[config.mk]
export PLATFORM = sky130hd
export DESIGN_NAME = riscv_v_uop_seq
export DESIGN_NICKNAME = d
export VERILOG_FILES = /design/src/rtl/riscv_v_uop_seq.sv
export SDC_FILE = /design/constraint.sdc
export NUM_CORES = 1
export LEC_CHECK = 0
export ABC_AREA = 0
export BUFFER_PORTS_ARGS = -buffer_cell sky130_fd_sc_hd__buf_2
export CORE_ASPECT_RATIO = 0.75
export CORE_MARGIN = 2
export CORE_UTILIZATION = 55
export CTS_CLUSTER_SIZE = 10
export DETAILED_ROUTE_END_ITERATION = 7
export GPL_ROUTABILITY_DRIVEN = 1
export PLACE_DENSITY = 0.77
export SLEW_MARGIN = 20
export SYNTH_ARGS = -nofsm -noshare
export SYNTH_HDL_FRONTEND = slang
export SYNTH_SLANG_ARGS = --single-unit
export TNS_END_PERCENT = 10
[constraint.sdc]
create_clock -name clk -period 3.35 [get_ports clk]
set_input_delay 0.1675 -clock clk [delete_from_list [all_inputs] [get_ports clk]]
set_output_delay 0.1675 -clock clk [all_outputs]
set_load 0.005 [all_outputs]
[src/rtl/riscv_v_uop_seq.sv]
// riscv_v_uop_seq
// ---------------
// Vector micro-op sequencer between the scalar ID stage and vector EXE.
// One vector instruction is accepted at a time and split into one micro-op
// per register of its LMUL group, capped by vl. Vector CSR writes wait
// until earlier micro-ops have left the pipeline (tracked by r_drain).
//
// Optional feature: define RISCV_V_FRAC_LMUL_EN to make fractional LMUL
// (vlmul 5/6/7) legal. Such instructions issue a single micro-op. Without the
// macro, these encodings are illegal.
//
// Handshake: a micro-op is offered while uop_valid_exe is high. It is consumed
// in any cycle where uop_valid_exe & !riscv_stall. An ID instruction is
// accepted in any cycle where
// inst_valid_id & !riscv_v_stall & !riscv_stall & !clear_pipe.
//
// Ports
//   clk, rst            clock, asynchronous active-low reset
//   clear_pipe          flush: drops micro-ops, returns to IDLE
//   riscv_stall         scalar stall: no acceptance, no consumption
//   inst_valid_id       vector instruction present in ID
//   inst_is_csr_id      ID instruction writes a vector CSR
//   vsew, vlmul, vl     current vtype / vector length
//   riscv_v_stall       hold scalar front end (combinational)
//   uop_valid_exe       micro-op presented to EXE
//   uop_idx_exe         register offset within the group
//   uop_last_exe        final micro-op of the instruction
//   illegal_id          one-cycle pulse: ID instruction has an illegal vtype
//   dbg_state           FSM state (0 IDLE, 1 ISSUE, 2 CSR_WAIT)
module riscv_v_uop_seq #(
  parameter int VLEN       = 128,
  parameter int PIPE_DEPTH = 3
) (
  input  logic                   clk,
  input  logic                   rst,
  input  logic                   clear_pipe,
  input  logic                   riscv_stall,
  input  logic                   inst_valid_id,
  input  logic                   inst_is_csr_id,
  input  logic [2:0]             vsew,
  input  logic [2:0]             vlmul,
  input  logic [$clog2(VLEN):0]  vl,
  output logic                   riscv_v_stall,
  output logic                   uop_valid_exe,
  output logic [2:0]             uop_idx_exe,
  output logic                   uop_last_exe,
  output logic                   illegal_id,
  output logic [1:0]             dbg_state
);

  localparam int VLW      = $clog2(VLEN) + 1;
  localparam int DW       = (PIPE_DEPTH < 1) ? 1 : $clog2(PIPE_DEPTH + 1);
  localparam int EPR_BASE = $clog2(VLEN / 8);
  localparam logic [DW-1:0] DRAIN_LOAD = DW'(PIPE_DEPTH);

  typedef enum logic [1:0] {
    S_IDLE     = 2'd0,
    S_ISSUE    = 2'd1,
    S_CSR_WAIT = 2'd2
  } state_t;

  state_t          r_state;
  logic            r_valid;
  logic [2:0]      r_idx;
  logic            r_last;
  logic            r_illegal;
  logic [3:0]      r_n;
  logic [DW-1:0]   r_drain;

  state_t          w_next_state;
  logic            w_next_valid;
  logic [2:0]      w_next_idx;
  logic            w_next_last;
  logic            w_next_illegal;
  logic [3:0]      w_next_n;
  logic [DW-1:0]   w_next_drain;

  logic [3:0]      w_epr_log2;
  logic [VLW-1:0]  w_vl_m1;
  logic [VLW-1:0]  w_groups;
  logic [3:0]      w_regs;
  logic [3:0]      w_n;
  logic            w_frac_ok;
  logic            w_legal;
  logic            w_consume;
  logic            w_drain_busy;
  logic            w_csr_block;
  logic            w_accept;

`ifdef RISCV_V_FRAC_LMUL_EN
  assign w_frac_ok = 1'b1;
`else
  assign w_frac_ok = ~vlmul[2];
`endif

  assign w_legal = ~vsew[2] & (vlmul != 3'b100) & w_frac_ok;

  // Micro-op count of the instruction currently in ID.
  always_comb begin
    w_epr_log2 = 4'(EPR_BASE) - {1'b0, vsew};
    w_vl_m1    = vl - VLW'(1);
    w_groups   = (w_vl_m1 >> w_epr_log2) + VLW'(1);
    w_regs     = 4'd1 << vlmul[1:0];
    w_n        = 4'd0;
    if (inst_is_csr_id) begin
      w_n = 4'd1;
    end else if (vl != '0) begin
      if (w_groups > VLW'(w_regs)) w_n = w_regs;
      else                         w_n = w_groups[3:0];
`ifdef RISCV_V_FRAC_LMUL_EN
      if (vlmul[2]) w_n = 4'd1;
`endif
    end
  end

  assign w_consume = (r_state == S_ISSUE) & r_valid & ~riscv_stall;

  // A micro-op consumed this cycle is still in flight for a following CSR
  // write, even though r_drain only reloads at the next edge.
  assign w_drain_busy = (r_drain != '0) | w_consume;
  assign w_csr_block  = inst_valid_id & inst_is_csr_id & w_drain_busy;

  // CSR_WAIT releases the front end in the cycle r_drain reaches zero, which
  // is the cycle the waiting CSR write is accepted.
  assign riscv_v_stall = ((r_state == S_ISSUE) & ~r_last)
                       | ((r_state == S_CSR_WAIT) & (r_drain != '0))
                       | (((r_state == S_IDLE) | ((r_state == S_ISSUE) & r_last))
                          & w_csr_block);

  assign w_accept = inst_valid_id & ~riscv_v_stall & ~riscv_stall & ~clear_pipe;

  always_comb begin
    w_next_state   = r_state;
    w_next_valid   = r_valid;
    w_next_idx     = r_idx;
    w_next_last    = r_last;
    w_next_n       = r_n;
    w_next_illegal = 1'b0;
    if (w_consume)            w_next_drain = DRAIN_LOAD;
    else if (r_drain != '0)   w_next_drain = r_drain - DW'(1);
    else                      w_next_drain = '0;

    if (clear_pipe) begin
      w_next_state = S_IDLE;
      w_next_valid = 1'b0;
      w_next_idx   = 3'd0;
      w_next_last  = 1'b0;
      w_next_drain = '0;
    end else begin
      case (r_state)
        S_ISSUE: begin
          if (w_consume) begin
            if (r_last) begin
              w_next_state = S_IDLE;
              w_next_valid = 1'b0;
              w_next_idx   = 3'd0;
              w_next_last  = 1'b0;
            end else begin
              w_next_idx  = r_idx + 3'd1;
              w_next_last = ({1'b0, r_idx} == (r_n - 4'd2));
            end
          end
        end
        S_IDLE: begin
          if (inst_valid_id && inst_is_csr_id && (r_drain != '0) && !riscv_stall)
            w_next_state = S_CSR_WAIT;
        end
        S_CSR_WAIT: begin
          // The front end withdrew the instruction (e.g. it was squashed).
          if (!inst_valid_id && !riscv_stall) w_next_state = S_IDLE;
        end
        default: w_next_state = S_IDLE;
      endcase

      // Acceptance overrides the hand-off to IDLE from the last micro-op.
      if (w_accept) begin
        if (!w_legal) begin
          w_next_illegal = 1'b1;
          w_next_state   = S_IDLE;
        end else if (w_n != 4'd0) begin
          w_next_state = S_ISSUE;
          w_next_valid = 1'b1;
          w_next_idx   = 3'd0;
          w_next_last  = (w_n == 4'd1);
          w_next_n     = w_n;
        end else begin
          w_next_state = S_IDLE;
        end
      end
    end
  end

  always_ff @(posedge clk or negedge rst) begin
    if (!rst) begin
      r_state   <= S_IDLE;
      r_valid   <= 1'b0;
      r_idx     <= 3'd0;
      r_last    <= 1'b0;
      r_illegal <= 1'b0;
      r_n       <= 4'd0;
      r_drain   <= '0;
    end else begin
      r_state   <= w_next_state;
      r_valid   <= w_next_valid;
      r_idx     <= w_next_idx;
      r_last    <= w_next_last;
      r_illegal <= w_next_illegal;
      r_n       <= w_next_n;
      r_drain   <= w_next_drain;
    end
  end

  assign uop_valid_exe = r_valid;
  assign uop_idx_exe   = r_idx;
  assign uop_last_exe  = r_last;
  assign illegal_id    = r_illegal;
  assign dbg_state     = r_state;

endmodule

After elaboration in Yosys (flattened, before gate mapping)
Index checks and enable logic that the tools add are counted.
Storage, ports and cells
  bits in registers: 14
  logic and storage cells: 99
Cells by class
  add/subtract/negate cells: 6
  bitwise operators: 23
  multiplexer cells: 39
  reductions and logical operators: 12
  eq/ne operators: 9
  shift-type cells: 2
  $lt $le $gt $ge: 1
Operators with widths (count)
  2-to-1 mux 3 bit: 7
  2-to-1 mux 1 bit: 19
  2-to-1 mux 2 bit: 9
  AND 1 bit: 13
  2-to-1 mux 4 bit: 3
  adder 8 x 1 -> 8 bit (second input constant): 1
  > comparator 8 x 4 -> 1 bit: 1
  != test 4 x 3 -> 1 bit (second input constant): 2
  != test 4 bit (second input constant): 2
  AND reduction 4 bit: 2
  nonzero test 8 bit: 1
  >> shifter 8 x 4 -> 8 bit: 1
  subtractor 8 x 1 -> 8 bit (second input constant): 1
  NOT 1 bit: 6
  case mux 2 bit (3 select lines): 1
  equality test 3 x 4 -> 1 bit: 1
  equality test 4 x 1 -> 1 bit (second input constant): 1
  logical AND 1 bit: 4
  OR 1 bit: 4
  nonzero test 4 bit: 1
  left shift 1 x 2 -> 4 bit (first input constant): 1
  subtractor 3 x 3 -> 4 bit (first input constant): 1
  subtractor 4 x 2 -> 4 bit (second input constant): 1
  adder 3 x 1 -> 3 bit (second input constant): 1
  7 further kinds: 8

Depth between registers and ports, before layout
Gate-level depths: netlist of run 1.
  depth after elaboration: 13
  gate-level depth with buffers: 20
  gate-level depth less buffers: 20

Worst setup path after synthesis of run 1
OpenSTA, ideal clock, no wires.
  kind: input-to-reg
  start point: in vsew[0]
  end point: reg r_last, in the netlist uop_last_exe
  data required time: 3283 ps
  arrival time: 4095 ps
  slack: -812 ps
  buffers on the path: 1
  stages on the path: 20
  library setup time: 67 ps
  path through: clkinv_1 > ha_1 > clkbuf_1 > or4b_1 > a21oi_1 > or4b_1 > o221ai_2 > ha_1 > xnor2_1 > inv_1 > ha_1 > o21ai_0 > nand2b_1 > a21oi_1 > a41o_1 > o41a_1 > o21ai_2 > or4_4 > a31oi_1 > o221a_1
On the way
  word-level cells in the longest chain between the ends: 12
  elaborated cells between the ends (all ways): 13
  those cells by class: add/sub: 2; order compare: 1; eq/ne: 1; shift: 1; mux: 7; reduce/logical: 1
Ends and longest elaborated chain
  start: declaration: RTL line 40  | input logic [2:0] vsew,
  subtractor 3 x 3 -> 4 bit (*): RTL line 100  | w_epr_log2 = 4'(EPR_BASE) - {1'b0, vsew};
  >> shifter 8 x 4 -> 8 bit (*): RTL line 102  | w_groups = (w_vl_m1 >> w_epr_log2) + VLW'(1);
  adder 8 x 1 -> 8 bit (*): RTL line 102
  > comparator 8 x 4 -> 1 bit: RTL line 108  | if (w_groups > VLW'(w_regs)) w_n = w_regs;
  2-to-1 mux 4 bit (*): RTL line 108
  2-to-1 mux 4 bit (*): RTL line 107  | end else if (vl != '0) begin
  2-to-1 mux 4 bit (*): RTL line 105  | if (inst_is_csr_id) begin
  equality test 4 x 1 -> 1 bit / nonzero test 4 bit (equally long branches): RTL line 184, 180
  2-to-1 mux 1 bit (*): RTL line 180  | end else if (w_n != 4'd0) begin
  2-to-1 mux 1 bit (*): RTL line 177  | if (!w_legal) begin
  2-to-1 mux 1 bit (*): RTL line 176  | if (w_accept) begin
  2-to-1 mux 1 bit (*): RTL line 143  | if (clear_pipe) begin
  via w_next_last: RTL line 73  | logic w_next_last;
  end signal: assignment: RTL line 206  | r_last <= w_next_last;
  end: declaration: RTL line 65  | logic r_last;
The timed path passes the listed nets; every way through them passes the cells marked *.
A chain may end at the register's enable or synchronous reset.

Final worst setup path of run 1
  start point: in vsew[1]
  end point: reg r_n[0]
On the way
  word-level cells in the longest chain between the ends: 9
Ends and longest elaborated chain
  subtractor 3 x 3 -> 4 bit (*): RTL line 100
  >> shifter 8 x 4 -> 8 bit (*): RTL line 102
  adder 8 x 1 -> 8 bit (*): RTL line 102
  > comparator 8 x 4 -> 1 bit: RTL line 108
  2-to-1 mux 4 bit (*): RTL line 108
  2-to-1 mux 4 bit (*): RTL line 107
  2-to-1 mux 4 bit (*): RTL line 105
  nonzero test 4 bit: RTL line 180
  AND reduction 4 bit (no line)
  end signal: assignment: RTL line 208  | r_n <= w_next_n;
  end: declaration: RTL line 67  | logic [3:0] r_n;
Every way passes the cells marked *; elsewhere a longest branch is shown, timed or not.

==> results.py, run 1 <==
metrics = {
    "power": {
        "irDropWorstVdd_uv": 358.8,
        "power_density_mw_per_mm2": 319.3,
        "power_mw": 0.9684,
        "leakage_nw": 1.327,
    },
    "die": {
        "die_w_um": 72.17,
        "die_h_um": 55.13,
        "initial_utilization_pct": 57.90,
        "coreArea_mm2": 0.003311,
        "io_pins": 29,
        "die_area_mm2": 0.003978,
        "rows": 18,
    },
    "detailed_routing": {
        "vias": 2806,
        "drtIter0Drc": 339,
        "wirelength_mm": 8.693,
        "avgViaCountPerCell": 7.122,
        "avgRoutedWirePerCell_um": 22.06,
        "antenna_left": 0,
        "drc_errors": 0,
        "drtPass1Iterations": 5,
    },
    "critical_path": {
        "worstPathMaxFanout": 3,
        "critPathKind": "input pin to register",
        "path_delay_family": "compound AO/OA/AOI/OAI gates",
        "slowest_stage": "or4_4",
        "path_cells": "buf_2 > inv_2 > ha_4 > mux2_2 > a22oi_1 > a21oi_1 > o21ai_0 > nand2_1 > ha_4 > ha_4 > nor2b_1 > o21ai_1 > nand2b_1 > a21oi_2 > a41o_1 > o41a_1 > o21ai_2 > or4_4 > and3_4 > o22ai_2",
        "path_buf_inv": 2,
        "critPathMaxStageDelay_ns": 0.56,
        "cp-start-kind": "input pin",
        "critical_path_arrival_ns": 4.21,
        "crit_path_frequent_cell": "ha_4",
        "cp-end-kind": "register",
        "cp.required_ns": 3.52,
    },
    "run_status": {
        "outcome": "finished with violations",
        "violations": "setup timing",
    },
    "synthesis": {
        "synth-edff-count": 0,
        "ys_types": 72,
        "synth_area_leaders": "dfrtp_1, ha_1, nor3_1, nand2_1, a21oi_1",
        "synth_cells": 246,
        "synth_flop_cell": "dfrtp_1",
        "avgSynthCellArea_um2": 7.792,
        "synth_fp_nets": 276,
        "yosysMostFrequentCell": "nand2_1",
        "yosysTopAreaCellShare_pct": 18.28,
        "async_flop_share_pct": 100.0,
        "ys_warn_count": 0,
        "yosysSeqAreaShare_pct": 18.28,
        "synth_top_cell_by_area": "dfrtp_1",
        "synth_common_cells": "nand2_1, nor2_1, nor3_1",
        "syn_area_mm2": 0.001917,
        "ys_seq_elements": 14,
    },
    "grt": {
        "use_met1_pct": 45.59,
        "top_usage_layer": "met2",
        "grt_pass1_wl_mm": 11.07,
        "gr-usage-met2_pct": 63.61,
        "met3_usage_pct": 7.790,
        "grt_pass1_vias": 2345,
        "groute.usage.overall_pct": 36.22,
        "grt_overflow_total": 0,
        "grt_max_degree": 15,
        "antenna_found_initial": 0,
    },
    "placed_design": {
        "routabilityCongestion": 0.9895,
        "place_area_mm2": 0.002740,
        "io_buffers": 28,
        "hpwl_mm": 5.133,
        "detailedPlace.worstSlack_ns": -0.8783,
    },
    "final_layout": {
        "multi_input_area_mm2": 0.001692,
        "diodes": 0,
        "stdcell_area_mm2": 0.003033,
        "seq_area_um2": 350.3,
        "nFillCells": 136,
        "area_delta_synth_final_pct": 58.22,
        "layout-drive-gt1-share_pct": 47.46,
        "fin_nets": 385,
    },
    "sta": {
        "setup_violations": 10,
        "worst_slack_ns": -0.6863,
        "fmax_ghz": 0.2478,
        "rsz0062_at_grt": "true",
        "finalMaxSlewViolations": 0,
        "slew-limit-headroom_pct": 59.80,
        "hold-worst-slack_ns": 0.2189,
        "hold_viol_final": 0,
        "min_period_ns": 4.036,
        "setup_tns_ns": -5.660,
        "clock_skew_ns": 0.007303,
        "period_share_pct": 120.5,
        "worstMarginPinSlew_ns": 0.5967,
    },
    "cts": {
        "cts_buffer_depth": 2,
        "clkTransAtPathRegs_ns": 0.07,
        "worstSkewPairLatency_ns": 0.25,
        "cts.root.buffer_cell": "clkbuf_8",
        "htree_levels": 1,
        "cts_tree": "yes",
        "cts.sinks": 14,
        "cts_buffers": 3,
    },
    "hold_path": {
        "min_path_type": "input pin to register",
    },
    "job": {
        "cap_violations": 0,
    },
}
final timing paths:
check / slack [ns] / cells after the start / startpoint / endpoint
worst max register to register: 0.19 / 11 / dbg_state[1] / r_n[1]
worst min-delay path: 0.22 / 3 / vlmul[2] / illegal_id
worst max-delay path: -0.69 / 20 / vsew[1] / r_n[0]
min in group asynchronous: 0.37 / 2 / rst / r_n[2]
worst min register to register: 0.51 / 2 / r_n[2] / r_n[2]
max in group asynchronous: 2.71 / 2 / rst / dbg_state[0]
flip-flops by register name (all words and copies together), names as in the netlist:
signal	count
illegal_id	1
dbg_state	2
r_drain	2
r_n	4
uop_last_exe	1
uop_idx_exe	3
uop_valid_exe	1
timing repair:
| item | in CTS | in global routing |
|---|---|---|
| gates resized for setup | 22 | 18 |
| hold buffers | 1 | 0 |
| hold endpoints to repair | 14 | 0 |
| pin swaps | 10 | 17 |
| setup buffers | 2 | 6 |
| setup endpoints to repair | 10 | 10 |
| cloned | 0 | 0 |
cells by family after synthesis:
family          after synthesis  share of synthesized area (%)
compound gates               72                          28.92
buf+inv                      24                          5.156
simple gates                109                          32.12
fa+ha+maj                    10                          6.527
mux                           6                          3.982
flops                        14                          18.28
xor+xnor                     11                          5.027
layer usage:
metal / vias up / part of all wire [%]
met5: - / 0
met4: 0 / 7.5
li1: 1174 / -
met1: 1267 / 37
met2: 281 / 45
met3: 84 / 11
placed cells by master, fill, tap and decap left out, types with 3 or more instances in the layout:
cell type  Yosys  routed
a21oi_1       14      11
a21oi_2        0       3
buf_2          1      27
buf_4          0      83
clkbuf_8       0       4
dfrtp_1       14      14
ha_1          10       5
ha_4           0       5
inv_1         14      11
inv_2          0       3
nand2_1       19      18
nand2b_1       8       8
nand3_1        8       8
nand4_1        4       4
nor2_1        18      17
nor2b_1        3       3
nor3_1        15      13
nor3b_1        4       3
nor4_1         6       6
o211ai_1       4       4
o21ai_0       11       7
o21ai_1        1       3
o21ai_2        1       3
or3_1          4       4
or4_4          2       4
xnor2_1        8       6
xor2_1         3       3
area by class of cell:
type	instances	share of cell area, %
Multi-Input combinational cell	208	55.78
Timing Repair Buffer	113	26.49
Sequential cell	14	11.55
Inverter	15	2.723
Clock buffer	4	1.815
Tap cell	40	1.650
worst min-delay path, stage by stage:
cell and delay, ns:
buf_2 0.11, nor2_1 0.09, nor3_1 0.06
per-stage QoR:
stage / cells / util [%]
final: 394 / 91.61
after global routing: 394 / 91.61
after CTS: 388 / 87.98
after detailed placement: 381 / 82.77
after global placement: 381 / 82.77
after floorplan: 246 / -
report_power, final:
group          leakage [nW]  total [mW]  internal, mW  switching (mW)
clock network        0.0288       0.169         0.104          0.0653
logic                  1.11       0.601         0.287           0.314
registers             0.184       0.198         0.184          0.0139
total                  1.33       0.968         0.575           0.393
Note: power is estimated with default switching activity, not from simulation.
==> run 2, diff against run 1 <==
Settings changed: GPL_TIMING_DRIVEN set to 0.
==> run 2 against run 1 <==
Against the previous run: the run still ends with setup timing left; via count fell by 19%; non-clock buffer count fell by 60; register-to-register slack improved by 0.33 ns; fmax rose by 4.4%; utilization fell by 14 points; clock skew fell by 0.0057 ns; worst setup slack improved by 0.17 ns; largest cell class unchanged; highest routed layer unchanged.
==> results.py, run 2 (synthesis gave the netlist of run 1 again) <==
metrics = {
    "run_status": {
        "outcome": "finished with violations",
        "violations": "setup timing",
    },
    "detailed_routing": {
        "drtIter0Drc": 421,
        "avgViaCountPerCell": 6.799,
        "drtPass1Iterations": 6,
        "met3WireLength_um": 572,
        "antenna_left": 0,
        "vias": 2271,
        "wl_met2_mm": 2.549,
        "wirelength_mm": 5.941,
        "drc_errors": 0,
        "avgRoutedWirePerCell_um": 17.79,
        "top_layer_used": "met4",
        "wl_met1_mm": 2.730,
    },
    "hold_path": {
        "min_path_type": "input pin to register",
        "min_from": "vlmul[2]",
        "whs_path_depth": 3,
        "min_to": "illegal_id",
    },
    "grt": {
        "grt_max_degree": 15,
        "groute.usage.overall_pct": 28.56,
        "grt_pass1_wl_mm": 8.735,
        "grt_pass1_vias": 1800,
        "antenna_found_initial": 0,
        "grt_overflow_total": 0,
    },
    "sta": {
        "finalMaxSlewViolations": 0,
        "clock_skew_ns": 0.001562,
        "period_share_pct": 115.4,
        "worstMarginPinSlew_ns": 0.6650,
        "slew-limit-headroom_pct": 55.55,
        "fmax_ghz": 0.2587,
        "hold-worst-slack_ns": 0.2222,
        "worst_slack_ns": -0.5156,
        "hold_viol_final": 0,
        "setup_violations": 10,
        "min_period_ns": 3.866,
        "rsz0062_at_grt": "true",
    },
    "final_layout": {
        "fin_nets": 325,
        "stdcell_area_mm2": 0.002567,
        "final_cell_mix": "buf_2, buf_4, nor2_1, nand2_1, dfrtp_1",
        "nFillCells": 229,
        "area_delta_synth_final_pct": 33.94,
        "layout-drive-gt1-share_pct": 34.01,
        "largest_reg_flops": 4,
        "mostFrequentLayoutCell": "buf_2",
        "regMostFlops": "r_n",
        "diodes": 0,
    },
    "cts": {
        "cts.root.buffer_cell": "clkbuf_8",
        "cts_buffer_depth": 2,
        "worstSkewPairLatency_ns": 0.24,
        "cts_tree": "yes",
        "htree_levels": 1,
        "clkTransAtPathRegs_ns": 0.06,
        "cts.sinks": 14,
        "cts_buffers": 3,
    },
    "die": {
        "rows": 18,
        "die_area_mm2": 0.003978,
        "coreArea_mm2": 0.003311,
        "die_w_um": 72.17,
        "io_pins": 29,
        "die_h_um": 55.13,
        "initial_utilization_pct": 57.90,
    },
    "placed_design": {
        "routabilityCongestion": 0.8764,
        "place_area_mm2": 0.002207,
        "io_buffers": 25,
        "hpwl_mm": 4.013,
    },
    "critical_path": {
        "critical_path_arrival_ns": 4.03,
        "critPathKind": "input pin to register",
        "cp-end-kind": "register",
        "r2r_slack_ns": 0.52,
        "worstPathMaxFanout": 7,
        "r2r-end": "r_n[1]",
        "cp-start-kind": "input pin",
        "rr_worst_depth": 9,
        "r2r-start": "dbg_state[1]",
        "setup.worst_path.start": "vl[5]",
        "cp.required_ns": 3.52,
    },
    "power": {
        "power_mw": 0.8263,
        "power_density_mw_per_mm2": 321.8,
        "irDropWorstVdd_uv": 257.5,
        "leakage_nw": 1.018,
    },
    "job": {
        "cap_violations": 0,
    },
}
## run 2: changes by cell type in the layout (fill, tap and decap cells not counted), sizes merged
cell,delta
buf,-64
clkbuf,+4
## run 2: critical path, cell delays in order
cell      delay, ns
buf_2          0.14
or4_4          0.54
o211ai_1       0.29
nand4_1        0.25
a22o_1         0.33
o21a_4         0.25
xnor2_2        0.17
inv_2          0.07
ha_4           0.21
o21ai_1        0.07
nand2b_1       0.08
a21oi_1        0.16
a41o_1         0.12
o41a_1         0.21
o21ai_4        0.10
or4_4          0.54
and3_4         0.19
o22ai_1        0.13
## run 2: how the worst max path moves through the flow
stage	endpoint	slack, ns
4_1_cts	uop_last_exe	-0.49
6_report	r_n[0]	-0.52
2_1_floorplan	r_n[0]	-0.54
3_5_place_dp	r_n[2]	-1.21
5_1_grt	uop_last_exe	-0.70
3_3_place_gp	r_n[1]	-1.16
## run 2: per-stage QoR
step	util [%]	setup TNS, ns	instances	setup WS, ns
2_1_floorplan	-	-3.698	246	-0.5377
3_3_place_gp	66.67	-11.07	311	-1.156
5_1_grt	77.55	-5.902	334	-0.7003
6_report	77.55	-4.478	334	-0.5156
3_5_place_dp	66.67	-11.57	311	-1.214
4_1_cts	73.62	-3.638	326	-0.4857
## run 2: layout make-up
| type | instances | area [um^2] | area share [%] |
|---|---|---|---|
| multi-input combinational | 208 | 1688 | 65.74 |
| sequential | 14 | 350.3 | 13.65 |
| timing repair buffer | 45 | 299.0 | 11.65 |
| inverter | 15 | 82.58 | 3.216 |
| clock buffer | 4 | 55.05 | 2.144 |
| tap | 40 | 50.05 | 1.949 |
| buffer | 8 | 42.54 | 1.657 |
## run 2: where the power goes
group          switching, mW  leakage, nW  internal (mW)
clock network         0.0585       0.0288          0.104
registers             0.0121        0.184          0.184
logic                  0.255        0.805          0.212
## run 2: metal layers
layer,vias up,GRT usage [%]
li1,1050,-
met1,1076,44.02
met5,-,0
met3,18,6.341
met2,127,41.59
met4,0,2.516
## run 2: timing repair
item | in CTS | in global routing
resized for setup | 22 | 22
pin swaps | 14 | 14
endpoints found under the hold margin | 14 | 0
setup endpoints to repair | 10 | 10
hold buffers | 1 | 0
setup buffers | 11 | 8
==> run 3, diff against run 2 <==
Settings changed: CORE_UTILIZATION 55 to 58, PLACE_DENSITY 0.77 to 0.81.
==> run 3 against run 2 <==
Against the previous run: via count is 5.4% higher; worst setup slack better by 0.053 ns; first-iteration DRC count decreased by 29%; the flow still finishes with violations (setup timing); critical path depth shrank 1; highest routed layer unchanged; largest power group unchanged; critical path type unchanged; combinational power increased by 2%.
==> results.py, run 3 (synthesis gave the netlist of run 1 again) <==
metrics = {
    "run_status": {
        "outcome": "finished with violations",
        "violations": "setup timing",
    },
    "die": {
        "die_area_mm2": 0.003785,
        "die_h_um": 53.79,
        "die_w_um": 70.38,
        "io_pins": 29,
        "initial_utilization_pct": 59.52,
        "coreArea_mm2": 0.003221,
        "rows": 18,
    },
    "critical_path": {
        "critical_path_arrival_ns": 4.00,
        "path_buf_inv": 1,
        "cp-start-kind": "input pin",
        "path_delay_family": "simple AND/OR/NAND/NOR gates",
        "critPathMaxStageDelay_ns": 0.57,
        "slowest_stage": "mux4_2",
        "critPathKind": "input pin to register",
        "cp-end-kind": "register",
        "worstPathMaxFanout": 10,
        "path_cells": "buf_6 > nor3_1 > xnor2_1 > mux4_2 > o221ai_4 > ha_4 > ha_4 > nor2b_1 > o21ai_1 > nand2b_1 > a21oi_2 > a41o_1 > o41a_1 > o21ai_2 > or4_4 > and3_4 > o22ai_1",
        "crit_path_frequent_cell": "ha_4",
        "cp.required_ns": 3.53,
    },
    "final_layout": {
        "diodes": 0,
        "largest_reg_flops": 4,
        "fin_nets": 332,
        "layout-drive-gt1-share_pct": 37.87,
        "mostFrequentLayoutCell": "buf_4",
        "area_delta_synth_final_pct": 40.54,
        "finalNonFillerCells": 341,
        "final_cell_mix": "buf_4, buf_2, nor2_1, nand2_1, dfrtp_1",
        "regMostFlops": "r_n",
        "stdcell_area_mm2": 0.002694,
    },
    "grt": {
        "groute.usage.overall_pct": 31.32,
        "grt_max_degree": 15,
        "grt_pass1_vias": 1922,
        "grt_overflow_total": 0,
        "grt_pass1_wl_mm": 9.163,
        "antenna_found_initial": 0,
    },
    "placed_design": {
        "routabilityCongestion": 0.8933,
        "io_buffers": 25,
        "placed_cells": 311,
        "hpwl_mm": 3.842,
        "place_area_mm2": 0.002207,
        "detailedPlace.worstSlack_ns": -1.124,
    },
    "power": {
        "power_density_mw_per_mm2": 313.9,
        "power_mw": 0.8456,
        "irDropWorstVdd_uv": 216.4,
        "leakage_nw": 1.067,
    },
    "cts": {
        "htree_levels": 1,
        "cts_buffers": 3,
        "clkTransAtPathRegs_ns": 0.06,
        "worstSkewPairLatency_ns": 0.26,
        "cts_buffer_depth": 2,
        "cts.sinks": 14,
        "cts_tree": "yes",
        "cts.root.buffer_cell": "clkbuf_8",
    },
    "hold_path": {
        "min_path_type": "input pin to register",
    },
    "job": {
        "cap_violations": 0,
    },
    "detailed_routing": {
        "avgViaCountPerCell": 7.021,
        "drtPass1Iterations": 6,
        "avgRoutedWirePerCell_um": 19.46,
        "wirelength_mm": 6.636,
        "antenna_left": 0,
        "vias": 2394,
        "drc_errors": 0,
        "drtIter0Drc": 301,
    },
    "sta": {
        "fmax_ghz": 0.2623,
        "slew-limit-headroom_pct": 57.97,
        "rsz0062_at_grt": "true",
        "worstMarginPinSlew_ns": 0.6260,
        "finalMaxSlewViolations": 0,
        "min_period_ns": 3.813,
        "period_share_pct": 113.8,
        "setup_violations": 10,
        "setup_tns_ns": -3.541,
        "clock_skew_ns": 0.003589,
        "hold_viol_final": 0,
        "worst_slack_ns": -0.4631,
    },
}
==> run 3: path summary, 6_finish.rpt <==
| path | from | to | slack, ns | cells past startpoint |
|---|---|---|---|---|
| worst max-delay path | vl[2] | r_n[0] | -0.46 | 17 |
| worst min-delay path | vlmul[2] | illegal_id | 0.20 | 3 |
| worst max register to register | r_drain[0] | r_n[1] | 0.43 | 9 |
| worst min register to register | r_n[2] | r_n[2] | 0.51 | 2 |
| max in group asynchronous | rst | r_drain[0] | 2.77 | 2 |
| min in group asynchronous | rst | uop_idx_exe[0] | 0.33 | 2 |
==> run 3: final cells by class <==
type	instances	area, um^2
Tap cell	40	50.05
Fill cell	186	526.8
Multi-Input combinational cell	208	1750
Sequential cell	14	350.3
Timing Repair Buffer	52	352.8
Clock buffer	4	55.05
Inverter	15	90.09
Buffer	8	45.04
==> run 3: stage by stage <==
step                util, %  hold WS (ns)
floorplan                 -       -0.1281
global placement      68.53       0.08176
detailed placement    68.53       0.08290
CTS                   79.18        0.1974
global route          83.64        0.2313
finish                83.64        0.2025
==> run 3: repair_timing <==
| action | CTS | global route |
|---|---|---|
| hold endpoints to repair | 14 | 0 |
| hold buffers | 1 | 0 |
| setup buffers | 18 | 8 |
| gates resized for setup | 40 | 20 |
| pin swaps | 18 | 10 |
| endpoints found under the setup margin | 10 | 10 |
==> run 3: worst min-delay path, stage by stage <==
cell and delay, ns:
buf_2 0.11, nor2_1 0.09, nor3_1 0.05
==> run 3: layer usage <==
| metal | share of wire, % | global-route usage, % |
|---|---|---|
| met5 | 0 | 0 |
| met4 | 3.9 | 8.013 |
| met1 | 42 | 42.37 |
| met3 | 11 | 7.303 |
| met2 | 43 | 51.10 |
==> run 3: where the power goes <==
group          internal (mW)  switching, mW
Combinational          0.215          0.262
Clock                  0.105         0.0697
Sequential             0.184         0.0101
Total                  0.503          0.342
